### config.mk
export PLATFORM = sky130hd
export DESIGN_NAME = mf_disp_fb_wr_sched_flat
export DESIGN_NICKNAME = d
export VERILOG_FILES = /design/src/rtl/mf_disp_fb_wr_sched_if.sv /design/src/rtl/mf_disp_fb_wr_sched.sv /design/src/flat_wrapper.sv
export SDC_FILE = /design/constraint.sdc
export NUM_CORES = 1
export LEC_CHECK = 0
export CAP_MARGIN = 20
export CORE_MARGIN = 10
export CORE_UTILIZATION = 35
export DETAILED_ROUTE_END_ITERATION = 6
export PLACE_DENSITY = 0.93
export SYNTH_ARGS = -nofsm -noshare
export SYNTH_HDL_FRONTEND = slang
export SYNTH_SLANG_ARGS = --single-unit
### constraint.sdc
create_clock -name sys_clk -period 1.3 [get_ports sys_clk]
set_input_delay 0.26 -clock sys_clk [delete_from_list [all_inputs] [get_ports sys_clk]]
set_output_delay 0.26 -clock sys_clk [all_outputs]
set_load 0.005 [all_outputs]
### src/rtl/mf_disp_fb_wr_sched_if.sv
// Frame-buffer write scheduler bus: CPU write port, fill command port,
// double-buffer swap control and the registered frame-buffer write port.
// The slave modport is the scheduler; the master modport is its environment.
interface mf_disp_fb_wr_sched_if;
    logic        cpu_wr_req;
    logic [15:0] cpu_wr_addr;
    logic [31:0] cpu_wr_data;
    logic        cpu_wr_ack;

    logic        fill_start;
    logic [15:0] fill_base;
    logic [13:0] fill_len;
    logic [7:0]  fill_color;
    logic        fill_busy;
    logic        fill_done;

    logic        swap_req;
    logic        vblank;
    logic        swap_pending;
    logic        fb_active_sel;

    logic        fb_wr_vld;
    logic [15:0] fb_wr_addr;
    logic [31:0] fb_wr_data;

    modport slave (
        input  cpu_wr_req, cpu_wr_addr, cpu_wr_data,
        input  fill_start, fill_base, fill_len, fill_color,
        input  swap_req, vblank,
        output cpu_wr_ack, fill_busy, fill_done,
        output swap_pending, fb_active_sel,
        output fb_wr_vld, fb_wr_addr, fb_wr_data
    );

    modport master (
        output cpu_wr_req, cpu_wr_addr, cpu_wr_data,
        output fill_start, fill_base, fill_len, fill_color,
        output swap_req, vblank,
        input  cpu_wr_ack, fill_busy, fill_done,
        input  swap_pending, fb_active_sel,
        input  fb_wr_vld, fb_wr_addr, fb_wr_data
    );
endinterface

### src/rtl/mf_disp_fb_wr_sched.sv
// Frame-buffer write scheduler: merges CPU word writes with an optional
// rectangle-free linear fill engine onto one registered write port, and
// executes double-buffer swaps during vertical blank.
// Build option: define MF_DISP_FILL_EN to include the fill engine and the
// CPU_MAX_RUN fairness limiter; without it the CPU owns the port outright.
module mf_disp_fb_wr_sched #(
    parameter int CPU_MAX_RUN = 4
) (
    input  logic                   sys_clk,
    input  logic                   reset,
    mf_disp_fb_wr_sched_if.slave   bus
);

    logic        cpu_grant;
    logic        fill_grant;
    logic [15:0] fill_addr;
    logic [31:0] fill_data;
    logic        fill_busy;
    logic        fill_done;

    logic        wr_vld_q, wr_vld_d;
    logic [15:0] wr_addr_q, wr_addr_d;
    logic [31:0] wr_data_q, wr_data_d;

    logic        swap_pending_q, swap_pending_d;
    logic        sel_q, sel_d;
    logic        swap_exec;

    // Address low bits are byte lanes within a word and carry no meaning here.
    logic unused_lsb;
    assign unused_lsb = ^{bus.cpu_wr_addr[1:0], bus.fill_base[1:0]};

`ifdef MF_DISP_FILL_EN
    // Wide enough to hold the value CPU_MAX_RUN itself.
    localparam int RUN_W = $clog2(CPU_MAX_RUN + 2);

    typedef enum logic [1:0] {
        FILL_IDLE,
        FILL_RUN,
        FILL_DONE
    } fill_state_e;

    fill_state_e      state_q, state_d;
    logic [13:0]      word_q, word_d;
    logic [13:0]      remain_q, remain_d;
    logic [7:0]       color_q, color_d;
    logic [RUN_W-1:0] run_q, run_d;
    logic             run_limit;

    assign run_limit = (run_q == RUN_W'(CPU_MAX_RUN));
    assign fill_busy = (state_q != FILL_IDLE);
    assign fill_done = (state_q == FILL_DONE);
    assign fill_addr = {word_q, 2'b00};
    assign fill_data = {4{color_q}};

    // Arbitration and fill sequencing: CPU wins unless it has hogged the
    // port for CPU_MAX_RUN cycles while a fill is waiting.
    always_comb begin
        state_d    = state_q;
        word_d     = word_q;
        remain_d   = remain_q;
        color_d    = color_q;
        cpu_grant  = bus.cpu_wr_req;
        fill_grant = 1'b0;
        if (state_q == FILL_RUN) begin
            cpu_grant  = bus.cpu_wr_req && !run_limit;
            fill_grant = !cpu_grant;
        end
        case (state_q)
            FILL_IDLE: begin
                if (bus.fill_start) begin
                    word_d   = bus.fill_base[15:2];
                    remain_d = bus.fill_len;
                    color_d  = bus.fill_color;
                    state_d  = (bus.fill_len == 14'd0) ? FILL_DONE : FILL_RUN;
                end
            end
            FILL_RUN: begin
                if (fill_grant) begin
                    word_d   = word_q + 14'd1;
                    remain_d = remain_q - 14'd1;
                    if (remain_q == 14'd1) begin
                        state_d = FILL_DONE;
                    end
                end
            end
            FILL_DONE: state_d = FILL_IDLE;
            default:   state_d = FILL_IDLE;
        endcase
    end

    // Consecutive-CPU-grant counter; saturates so it never exceeds the limit.
    always_comb begin
        run_d = '0;
        if (cpu_grant) begin
            run_d = run_limit ? run_q : run_q + RUN_W'(1);
        end
    end

    // Fill state, captured command and fairness counter.
    always_ff @(posedge sys_clk) begin
        if (reset) begin
            state_q  <= FILL_IDLE;
            word_q   <= '0;
            remain_q <= '0;
            color_q  <= '0;
            run_q    <= '0;
        end else begin
            state_q  <= state_d;
            word_q   <= word_d;
            remain_q <= remain_d;
            color_q  <= color_d;
            run_q    <= run_d;
        end
    end
`else
    localparam int unused_max_run = CPU_MAX_RUN;

    logic unused_fill;
    assign unused_fill = ^{bus.fill_start, bus.fill_base[15:2], bus.fill_len, bus.fill_color};

    assign cpu_grant  = bus.cpu_wr_req;
    assign fill_grant = 1'b0;
    assign fill_busy  = 1'b0;
    assign fill_done  = 1'b0;
    assign fill_addr  = '0;
    assign fill_data  = '0;
`endif

    // Write-port mux: addr/data hold their last value when nothing is granted.
    always_comb begin
        wr_vld_d  = cpu_grant | fill_grant;
        wr_addr_d = wr_addr_q;
        wr_data_d = wr_data_q;
        if (cpu_grant) begin
            wr_addr_d = {bus.cpu_wr_addr[15:2], 2'b00};
            wr_data_d = bus.cpu_wr_data;
        end else if (fill_grant) begin
            wr_addr_d = fill_addr;
            wr_data_d = fill_data;
        end
    end

    // Swap runs only in blanking with no fill in flight; a request arriving
    // on the execute cycle is kept for the following blank.
    always_comb begin
        swap_exec      = swap_pending_q && bus.vblank && !fill_busy;
        swap_pending_d = swap_exec ? bus.swap_req : (swap_pending_q | bus.swap_req);
        sel_d          = sel_q ^ swap_exec;
    end

    // Registered write port and buffer-select state.
    always_ff @(posedge sys_clk) begin
        if (reset) begin
            wr_vld_q       <= 1'b0;
            wr_addr_q      <= '0;
            wr_data_q      <= '0;
            swap_pending_q <= 1'b0;
            sel_q          <= 1'b0;
        end else begin
            wr_vld_q       <= wr_vld_d;
            wr_addr_q      <= wr_addr_d;
            wr_data_q      <= wr_data_d;
            swap_pending_q <= swap_pending_d;
            sel_q          <= sel_d;
        end
    end

    assign bus.cpu_wr_ack    = cpu_grant;
    assign bus.fill_busy     = fill_busy;
    assign bus.fill_done     = fill_done;
    assign bus.swap_pending  = swap_pending_q;
    assign bus.fb_active_sel = sel_q;
    assign bus.fb_wr_vld     = wr_vld_q;
    assign bus.fb_wr_addr    = wr_addr_q;
    assign bus.fb_wr_data    = wr_data_q;

endmodule
### src/flat_wrapper.sv
// flat-port wrapper written by rule: the top's interface ports become plain ports
module mf_disp_fb_wr_sched_flat 
#(
    parameter int CPU_MAX_RUN = 4
)
  (sys_clk, reset, bus_cpu_wr_req, bus_cpu_wr_addr, bus_cpu_wr_data, bus_fill_start, bus_fill_base, bus_fill_len, bus_fill_color, bus_swap_req, bus_vblank, bus_cpu_wr_ack, bus_fill_busy, bus_fill_done, bus_swap_pending, bus_fb_active_sel, bus_fb_wr_vld, bus_fb_wr_addr, bus_fb_wr_data);
  mf_disp_fb_wr_sched_if bus_i ();
  input  logic sys_clk;
  input  logic reset;
  input wire logic [$bits(bus_i.cpu_wr_req)-1:0] bus_cpu_wr_req;
  input wire logic [$bits(bus_i.cpu_wr_addr)-1:0] bus_cpu_wr_addr;
  input wire logic [$bits(bus_i.cpu_wr_data)-1:0] bus_cpu_wr_data;
  input wire logic [$bits(bus_i.fill_start)-1:0] bus_fill_start;
  input wire logic [$bits(bus_i.fill_base)-1:0] bus_fill_base;
  input wire logic [$bits(bus_i.fill_len)-1:0] bus_fill_len;
  input wire logic [$bits(bus_i.fill_color)-1:0] bus_fill_color;
  input wire logic [$bits(bus_i.swap_req)-1:0] bus_swap_req;
  input wire logic [$bits(bus_i.vblank)-1:0] bus_vblank;
  output wire logic [$bits(bus_i.cpu_wr_ack)-1:0] bus_cpu_wr_ack;
  output wire logic [$bits(bus_i.fill_busy)-1:0] bus_fill_busy;
  output wire logic [$bits(bus_i.fill_done)-1:0] bus_fill_done;
  output wire logic [$bits(bus_i.swap_pending)-1:0] bus_swap_pending;
  output wire logic [$bits(bus_i.fb_active_sel)-1:0] bus_fb_active_sel;
  output wire logic [$bits(bus_i.fb_wr_vld)-1:0] bus_fb_wr_vld;
  output wire logic [$bits(bus_i.fb_wr_addr)-1:0] bus_fb_wr_addr;
  output wire logic [$bits(bus_i.fb_wr_data)-1:0] bus_fb_wr_data;
  assign bus_i.cpu_wr_req = bus_cpu_wr_req;
  assign bus_i.cpu_wr_addr = bus_cpu_wr_addr;
  assign bus_i.cpu_wr_data = bus_cpu_wr_data;
  assign bus_i.fill_start = bus_fill_start;
  assign bus_i.fill_base = bus_fill_base;
  assign bus_i.fill_len = bus_fill_len;
  assign bus_i.fill_color = bus_fill_color;
  assign bus_i.swap_req = bus_swap_req;
  assign bus_i.vblank = bus_vblank;
  assign bus_cpu_wr_ack = bus_i.cpu_wr_ack;
  assign bus_fill_busy = bus_i.fill_busy;
  assign bus_fill_done = bus_i.fill_done;
  assign bus_swap_pending = bus_i.swap_pending;
  assign bus_fb_active_sel = bus_i.fb_active_sel;
  assign bus_fb_wr_vld = bus_i.fb_wr_vld;
  assign bus_fb_wr_addr = bus_i.fb_wr_addr;
  assign bus_fb_wr_data = bus_i.fb_wr_data;
  mf_disp_fb_wr_sched #(.CPU_MAX_RUN(CPU_MAX_RUN)) u_core (.sys_clk(sys_clk), .reset(reset), .bus(bus_i));
endmodule
==> metrics.txt, run 1 <==
Die H 91.4 um; layout cells sized above 1 6.46%; 1st-iter DRT viols 57; Initial Util around 37%; synthesized cell area between 1500 and 2000 um^2; HPWL Detailed 4000 um; Area growth syn-to-layout 59.8%; final max-slew violation count 0; root buffer cell clkbuf_8; PortBufs 100; area share of the largest cell type after synthesis 55.0%; Clock Latency Late Sink 0.29 ns; CP cell instances buf_2 -> clkdlybuf4s50_1; First-pass DRT Iterations 4; max frequency 0.835 GHz; Max Cap Viol 0; Clock Sinks ~50; Net count, final 354; RSZ-0062 raised after global routing false; top_reg_cell synth dfxtp_1; Mean Syn Cell Area about 11 um^2; vias in the first global route 1,596; asr flop ratio synth 0%; critical path class in2out; CTS resizes between 50 and 60; Worst Min Path Start reset; Worst-path clk slew roughly 0.08 ns; post-route ant nets 0; Cell Rows 25; critical-path maximum fanout 3; WHS Path Cells 3; synth warn 0; startpoint types input port; Setup Buffers After CTS 0; number of synthesized register bits 49; Worst Hold Class in2reg; status finished clean; WL per Instance 15.7 um; RR Startpoint u_core.bus.fb_active_sel$_SDFF_PP0_; Reg2Reg Depth 2; width of the die 91.4 um; total vias in the final route 1,436; Reg area 985 um^2; critical path's largest stage delay 0.52 ns; register area share after synthesis 55.0%; Reg2Reg Setup Slack 0.55 ns; Syn Inst Count 164; # setup viols final 0; Worst setup EP type primary output; CP top delay family buffers and inverters; total power between 3 and 4 mW; CTS H-tree lvls 2; CTS tree done; hold endpoint u_core.bus.fb_wr_addr[14]$_SDFFE_PP0P_; Final Hold Vio Count 0; core area 4820 um^2; Overflow after GRT 0; Worst Skew 0.00268 ns; Total Wirelength 5170 um; Final TNS setup 0 ns; Post-synth EDFFs 0; # IOs 146; Multi-input gate area about 700 um^2; die footprint 8350 um^2; Pwr Density 1080 nW/um^2; ant diodes 0; cell with the most instances after synthesis dfxtp_1; Tcrit/Tclk final about 90%; # hold bufs at CTS 0; Worst Path Arrival 0.94 ns; gpl congestion 0.677; most area-consuming cells after synthesis dfxtp_1, mux2i_1, nor2_1; initial antenna violation count 0; Final Critical Period about 1.2 ns; number of buffers created by CTS 5; first-pass GRT wire length between 8000 and 9000 um; CP bufs+invs 2; peak supply drop 0.000597 V; post-synth top area cell dfxtp_1; Post-synth top cells dfxtp_1, mux2i_1, nor2_1; largest net degree at the start of global routing 50; global-route total usage across every layer between 10% and 20%; Slowest cell on crit path clkdlybuf4s50_1; Via-to-Cell Ratio 4.35; Worst R2R End u_core.bus.fb_active_sel$_SDFF_PP0_; DRC Markers 0; library cells used by synthesis 15; clk buf depth 2; worst path required time between 1 and 1.5 ns; Filler Cell Count roughly 460; Leak 1.43 nW
stage by stage:
step	hold slack [ns]	cells	area (um^2)	setup WS, ns	util (%)
2_1_floorplan	0.389	167	1800	0.400	-
3_3_place_gp	0.471	322	2810	0.101	58.3
3_5_place_dp	0.480	322	2810	0.0963	58.3
4_1_cts	0.396	330	2850	0.0967	59.2
5_1_grt	0.409	330	2850	0.0843	59.2
6_report	0.397	330	2850	0.102	59.2
registers in the layout, indices dropped and copies added (netlist names):
signal and cells:
u_core.bus.fb_active_sel 1, u_core.bus.fb_wr_addr 14, u_core.bus.fb_wr_data 32, u_core.bus.fb_wr_vld 1, u_core.bus.swap_pending 1
worst max path at each step:
stage / endpoint / cells past startpoint / start / slack (ns)
2_1_floorplan: u_core.bus.fb_wr_addr[13]$_SDFFE_PP0P_ / 4 / bus_cpu_wr_req / 0.40
3_3_place_gp: bus_cpu_wr_ack / 2 / bus_cpu_wr_req / 0.10
3_5_place_dp: bus_cpu_wr_ack / 2 / bus_cpu_wr_req / 0.1
4_1_cts: bus_cpu_wr_ack / 2 / bus_cpu_wr_req / 0.1
5_1_grt: bus_swap_pending / 1 / u_core.bus.swap_pending$_SDFF_PP0_ / 0.08
6_report: bus_cpu_wr_ack / 2 / bus_cpu_wr_req / 0.10
where the power goes:
group / switching [mW] / internal (mW)
clock network: 0.473 / 0.481
registers: 0.0405 / 1.59
logic: 0.189 / 0.316
total: 0.702 / 2.39
layout by cell type, fill, tap and decap left out, drive strengths merged:
cell,n
nor2,46
dfxtp,49
conb,4
buf,5
nand3b,1
a21bo,1
mux2i,46
nor2b,1
inv,1
dlygate4sd2,49
a21oi,2
clkbuf,7
nand2b,1
clkdlybuf4s50,49
clkinv,1
routing by layer:
layer | vias to the layer above | track usage, % | wire length [um]
met3 | 5 | 4.94 | 421
met4 | 0 | 3.92 | 42
met1 | 658 | 12.3 | 2030
met5 | - | 0 | 0
met2 | 52 | 21.9 | 2680
li1 | 721 | - | -
area by class of cell:
type / count / share of cell area, %
Clock inverter: 1 / 0.176
Inverter: 1 / 0.132
Multi-Input combinational cell: 102 / 24.1
Sequential cell: 49 / 34.5
Clock buffer: 7 / 3.38
Tap cell: 67 / 2.94
Timing Repair Buffer: 103 / 34.7
cells by family (layout without fill, tap and decap cells):
family | Yosys count | count (layout) | share of synthesized area (%)
AOI/OAI and AO/OA | 3 | 3 | 1.12
buffers and inverters | 16 | 112 | 7.08
DFF | 49 | 49 | 55.0
muxes | 46 | 46 | 25.8
other | 1 | 4 | 0.210
and+or+nand+nor | 49 | 49 | 10.8
Power figures use the tool's default switching activity.
==> run 2, diff against run 1 <==
CORE_UTILIZATION = 32   (was 35)
PLACE_DENSITY = 0.86   (was 0.93)
clock period = 1.19 ns   (was 1.3 ns; I/O delays follow)
==> run 2 against run 1 <==
  * Clock power increased by 12%
  * Final cell count increased by 1.5%
  * Non-clock buffer count unchanged
  * Hold slack got worse by 0.035 ns
  * Largest cell class is now registers
==> metrics.txt, run 2 (same netlist as run 1, synthesis figures left out) <==
Area growth syn-to-layout 59.7% (about the same); CP cell instances dlygate4sd2_1; CTS tree done; CTS H-tree lvls 2 (unchanged); HPWL Detailed 3780 um (-5.4%); final setup margin 0.0532 ns (-0.0493 ns); Overflow after GRT 0 (unchanged); Worst setup EP type primary output; Max Cap Viol 0 (unchanged); number of buffers created by CTS 5 (unchanged); max frequency 0.880 GHz; core area 5470 um^2 (+14%); Reg2Reg Depth 3 (+1); ant diodes 0 (unchanged); gpl congestion 0.663 (-2.0%); hold_ws 0.362 ns (-0.0353 ns); final max-slew violation count 0 (unchanged); WL per Instance 15.1 um (-3.8%); Core Util, Final 52.1% (-7.1 points); Clock Latency Late Sink 0.29 ns (about the same); Multi-input gate area 688 um^2 (unchanged); leading cell type in the layout, fill and taps excluded clkdlybuf4s50_1; critical path's largest stage delay 0.34 ns (-0.18 ns); root buffer cell clkbuf_8; Placement Setup Slack 0.0847 ns (-0.0116 ns); CP top delay family flip-flops; Reg2Reg Setup Slack 0.37 ns (-0.18 ns); worst path required time 0.95 ns (-0.09 ns); Total Wirelength 5050 um (-2.3%); die footprint 8960 um^2 (+7.3%); total power 3.40 mW (+10%); commonest non-fill, non-tap cells in the layout clkdlybuf4s50_1, mux2i_1, nor2_1, dlygate4sd2_1, dfxtp_1; # IOs 146 (unchanged); Tcrit/Tclk final 95.5%; peak supply drop 0.000525 V (-12%); clk buf depth 2 (unchanged); CP bufs+invs 1 (-1); global-route total usage across every layer 10.8% (-1.3 points); Cell Rows 27 (+8.0%); Final Cell Area 2850 um^2 (about the same); status finished clean; Post-Layout Cell Count 335 (+1.5%); Final TNS setup 0 ns (unchanged); Initial Util 32.6% (-4.4 points); Largest register FFs 32 (unchanged); hold endpoint u_core.bus.fb_wr_addr[9]$_SDFFE_PP0P_; layout cells sized above 1 6.46% (unchanged); placed insts 327 (+1.6%); Slowest cell on crit path dfxtp_1; Worst Hold Class in2reg; WHS Path Cells 3 (unchanged); vias in the first global route 1,484 (-7.0%); Clock Sinks 49 (unchanged); Worst R2R End u_core.bus.fb_active_sel$_SDFF_PP0_; width of the die 94.7 um (+3.6%); total vias in the final route 1,421 (-1.0%); RSZ-0062 raised after global routing false; # hold bufs at CTS 0 (unchanged); Filler Cell Count 530 (+15%); critical-path maximum fanout 2 (-1); Die H 94.7 um (+3.6%); # setup viols final 0 (unchanged); Final Hold Vio Count 0 (unchanged); Worst Path Arrival 0.90 ns (-0.04 ns); Worst Min Path Start reset; DRC Markers 0 (unchanged); first-pass GRT wire length 7680 um (-6.9%); Net count, final 354 (unchanged); Worst-path clk slew 0.09 ns (about the same); Pwr Density 1190 nW/um^2 (+10%); Worst Skew 0.000181 ns (-0.00250 ns); PortBufs 100 (unchanged); RR Startpoint u_core.bus.swap_pending$_SDFF_PP0_; initial antenna violation count 0 (unchanged); largest net degree at the start of global routing 50 (unchanged); Reg area 985 um^2 (unchanged); First-pass DRT Iterations 4 (unchanged); Final Critical Period 1.14 ns; Leak 1.42 nW (-0.88%); dpl cell area 2800 um^2 (-0.22%); 1st-iter DRT viols 19 (-67%); Via-to-Cell Ratio 4.24 (-2.5%); post-route ant nets 0 (unchanged); startpoint types register; critical path class reg2out
-- run 2: cell count changes in the layout (fill, tap and decap cells not counted) --
cell,before,now
buf_12,3,2
buf_4,0,1
clkdlybuf4s15_1,0,3
dlygate4sd2_1,49,46
-- run 2: layer usage --
metal / share of wire (%) / up-vias / GRT usage [%] / wire (um)
li1: - / 721 / - / -
met1: 38 / 648 / 10.9 / 1920
met2: 53 / 48 / 19.6 / 2680
met3: 8.0 / 4 / 4.28 / 406
met4: 0.85 / 0 / 4.11 / 43
met5: 0 / - / 0 / 0
-- run 2: final cells by class --
type,instances,area share (%)
sequential,49,34.6
timing repair buffer,103,34.4
multi-input combinational,102,24.2
clock buffer,7,3.38
tap,72,3.16
clock inverter,1,0.176
inverter,1,0.132
-- run 2: power by group --
part | internal [mW] | switching (mW)
clock | 0.526 | 0.545
combinational | 0.343 | 0.203
sequential | 1.74 | 0.0433
-- run 2: worst max path at each step --
stage                                                start                                endpoint  slack, ns  cells past startpoint
floorplan                                   bus_cpu_wr_req  u_core.bus.fb_wr_addr[13]$_SDFFE_PP0P_       0.31                      4
global placement                            bus_cpu_wr_req                          bus_cpu_wr_ack        0.1                      2
finish               u_core.bus.fb_wr_data[6]$_SDFFE_PP0P_                       bus_fb_wr_data[6]       0.05                      1
detailed placement                          bus_cpu_wr_req  u_core.bus.fb_wr_data[18]$_SDFFE_PP0P_       0.08                      4
CTS                 u_core.bus.fb_wr_data[29]$_SDFFE_PP0P_                      bus_fb_wr_data[29]       0.02                      1
global route           u_core.bus.fb_active_sel$_SDFF_PP0_                       bus_fb_active_sel      0.004                      1
-- run 2: repair_timing --
| action | CTS | global route |
|---|---|---|
| buffers inserted | 0 | 0 |
| endpoints found under the setup margin | 49 | 3 |
| resized for setup | 52 | 3 |
-- run 2: worst min-delay path, cell delays in order --
cell and delay, ns:
buf_2 0.10, buf_12 0.22, nor2_1 0.07
==> run 3, diff against run 2 <==
MAX_ROUTING_LAYER = met4   (was not set)
==> run 3 against run 2 <==
  * Worst setup slack lost 0.00061 ns
  * Wire length about the same
  * Clock skew barely moved
  * Clock power is essentially flat
  * Via count increased by 0.21%
  * Critical path type unchanged
==> metrics.txt, run 3 (same netlist as run 1, synthesis figures left out) <==
HPWL Detailed 3780 um (unchanged); critical path class reg2out; Initial Util 32.6% (unchanged); total vias in the final route 1,424 (+0.21%); Cell Rows 27 (unchanged); width of the die 94.7 um (unchanged); Worst Hold Class in2reg; number of buffers created by CTS 5 (unchanged); max frequency 0.879 GHz (about the same); hold_ws 0.362 ns (+0.000660 ns); RSZ-0062 raised after global routing false; post-route ant nets 0 (unchanged); Tcrit/Tclk final 95.6% (about the same); CP bufs+invs 1 (unchanged); # IOs 146 (unchanged); Reg area 985 um^2 (unchanged); layout cells sized above 1 6.46% (unchanged); Total Wirelength 5060 um (about the same); Slowest cell on crit path dfxtp_1; critical path's largest stage delay 0.34 ns (about the same); vias in the first global route 1,491 (+0.47%); gpl congestion 0.670 (+0.95%); Area growth syn-to-layout 59.7% (unchanged); initial antenna violation count 0 (unchanged); global-route total usage across every layer 11.1% (+0.29 points); commonest non-fill, non-tap cells in the layout clkdlybuf4s50_1, mux2i_1, nor2_1, dlygate4sd2_1, dfxtp_1; Worst-path clk slew 0.09 ns (about the same); startpoint types register; Die H 94.7 um (unchanged); CP cell instances dlygate4sd2_1; WL per Instance 15.1 um (about the same); Worst Skew 0.000178 ns (-0.00000377 ns); Multi-input gate area 688 um^2 (unchanged); # hold bufs at CTS 0 (unchanged); ant diodes 0 (unchanged); dpl cell area 2800 um^2 (unchanged); CP top delay family flip-flops; PortBufs 100 (unchanged); # setup viols final 0 (unchanged); Final Hold Vio Count 0 (unchanged); root buffer cell clkbuf_8; CTS tree done; largest net degree at the start of global routing 50 (unchanged); Leak 1.42 nW (unchanged); status finished clean; Post-Layout Cell Count 335 (unchanged); worst path required time 0.95 ns (about the same); leading cell type in the layout, fill and taps excluded clkdlybuf4s50_1; Largest register FFs 32 (unchanged); DRC Markers 0 (unchanged); Pwr Density 1190 nW/um^2 (+0.12%); clk buf depth 2 (unchanged); Worst setup EP type primary output; Via-to-Cell Ratio 4.25 (+0.21%); Final Critical Period 1.14 ns (+0.000606 ns); CTS H-tree lvls 2 (unchanged); 1st-iter DRT viols 18 (-1); first-pass GRT wire length 7650 um (-0.44%); First-pass DRT Iterations 4 (unchanged); critical-path maximum fanout 2 (unchanged); Filler Cell Count 530 (unchanged); final max-slew violation count 0 (unchanged); core area 5470 um^2 (unchanged); placed insts 327 (unchanged); Final TNS setup 0 ns (unchanged); Overflow after GRT 0 (unchanged); Final Cell Area 2850 um^2 (unchanged); Core Util, Final 52.1% (unchanged); Net count, final 354 (unchanged); Clock Latency Late Sink 0.30 ns (about the same); Max Cap Viol 0 (unchanged); Clock Sinks 49 (unchanged); peak supply drop 0.000529 V (+0.67%); Worst Path Arrival 0.90 ns (about the same); die footprint 8960 um^2 (unchanged)
==> run 3: cell counts in the layout (fill, tap and decap cells not counted) <==
Identical to the previous run, type by type.
==> run 3: final timing paths <==
path | startpoint | depth (start not counted) | slack [ns] | endpoint
worst max-delay path | u_core.bus.fb_wr_data[6]$_SDFFE_PP0P_ | 1 | 0.05 | bus_fb_wr_data[6]
worst min-delay path | reset | 3 | 0.36 | u_core.bus.fb_wr_addr[9]$_SDFFE_PP0P_
worst max register to register | u_core.bus.swap_pending$_SDFF_PP0_ | 3 | 0.37 | u_core.bus.fb_active_sel$_SDFF_PP0_
worst min register to register | u_core.bus.fb_wr_addr[6]$_SDFFE_PP0P_ | 2 | 0.49 | u_core.bus.fb_wr_addr[6]$_SDFFE_PP0P_
==> run 3: worst reg2reg max path: cells and delay by family, from the launching register on <==
| family | cells | cell delay (ns) |
|---|---|---|
| AO/OA/AOI/OAI | 2 | 0.31 |
| buffers and inverters | 1 | 0.13 |
| flip-flops | 1 | 0.32 |
==> run 3: layer usage <==
layer / track usage (%) / routed length, um / part of all wire (%) / vias to the layer above
met3: 3.41 / 302 / 6.0 / 4
met5: - / 0 / 0 / -
met4: 4.11 / 42 / 0.83 / 0
met2: 19.7 / 2700 / 53 / 48
li1: - / - / - / 723
met1: 11.3 / 2020 / 40 / 649
==> run 3: timing repair <==
item | in CTS | in global routing
gates resized for setup | 52 | 3
buffers inserted | 0 | 0
endpoints found under the setup margin | 49 | 3
cloned | 0 | 0
==> run 3: area by class of cell <==
class | instances | area share (%)
inverter | 1 | 0.132
clock inverter | 1 | 0.176
sequential | 49 | 34.6
timing repair buffer | 103 | 34.4
multi-input combinational | 102 | 24.2
tap | 72 | 3.16
clock buffer | 7 | 3.38
==> run 3: power breakdown <==
part / total [mW] / leakage, nW / internal (mW) / switching [mW]
clock network: 1.08 / 0.0542 / 0.526 / 0.549
registers: 1.78 / 0.406 / 1.74 / 0.0434
logic: 0.546 / 0.956 / 0.343 / 0.203
total: 3.40 / 1.42 / 2.61 / 0.795
==> run 3: per-stage QoR <==
stage               total power [mW]  setup WS, ns
floorplan                       2.05         0.312
global placement                2.43        0.0974
detailed placement              2.44        0.0847
CTS                             3.46        0.0244
global route                    3.56       0.00415
finish                          3.40        0.0526
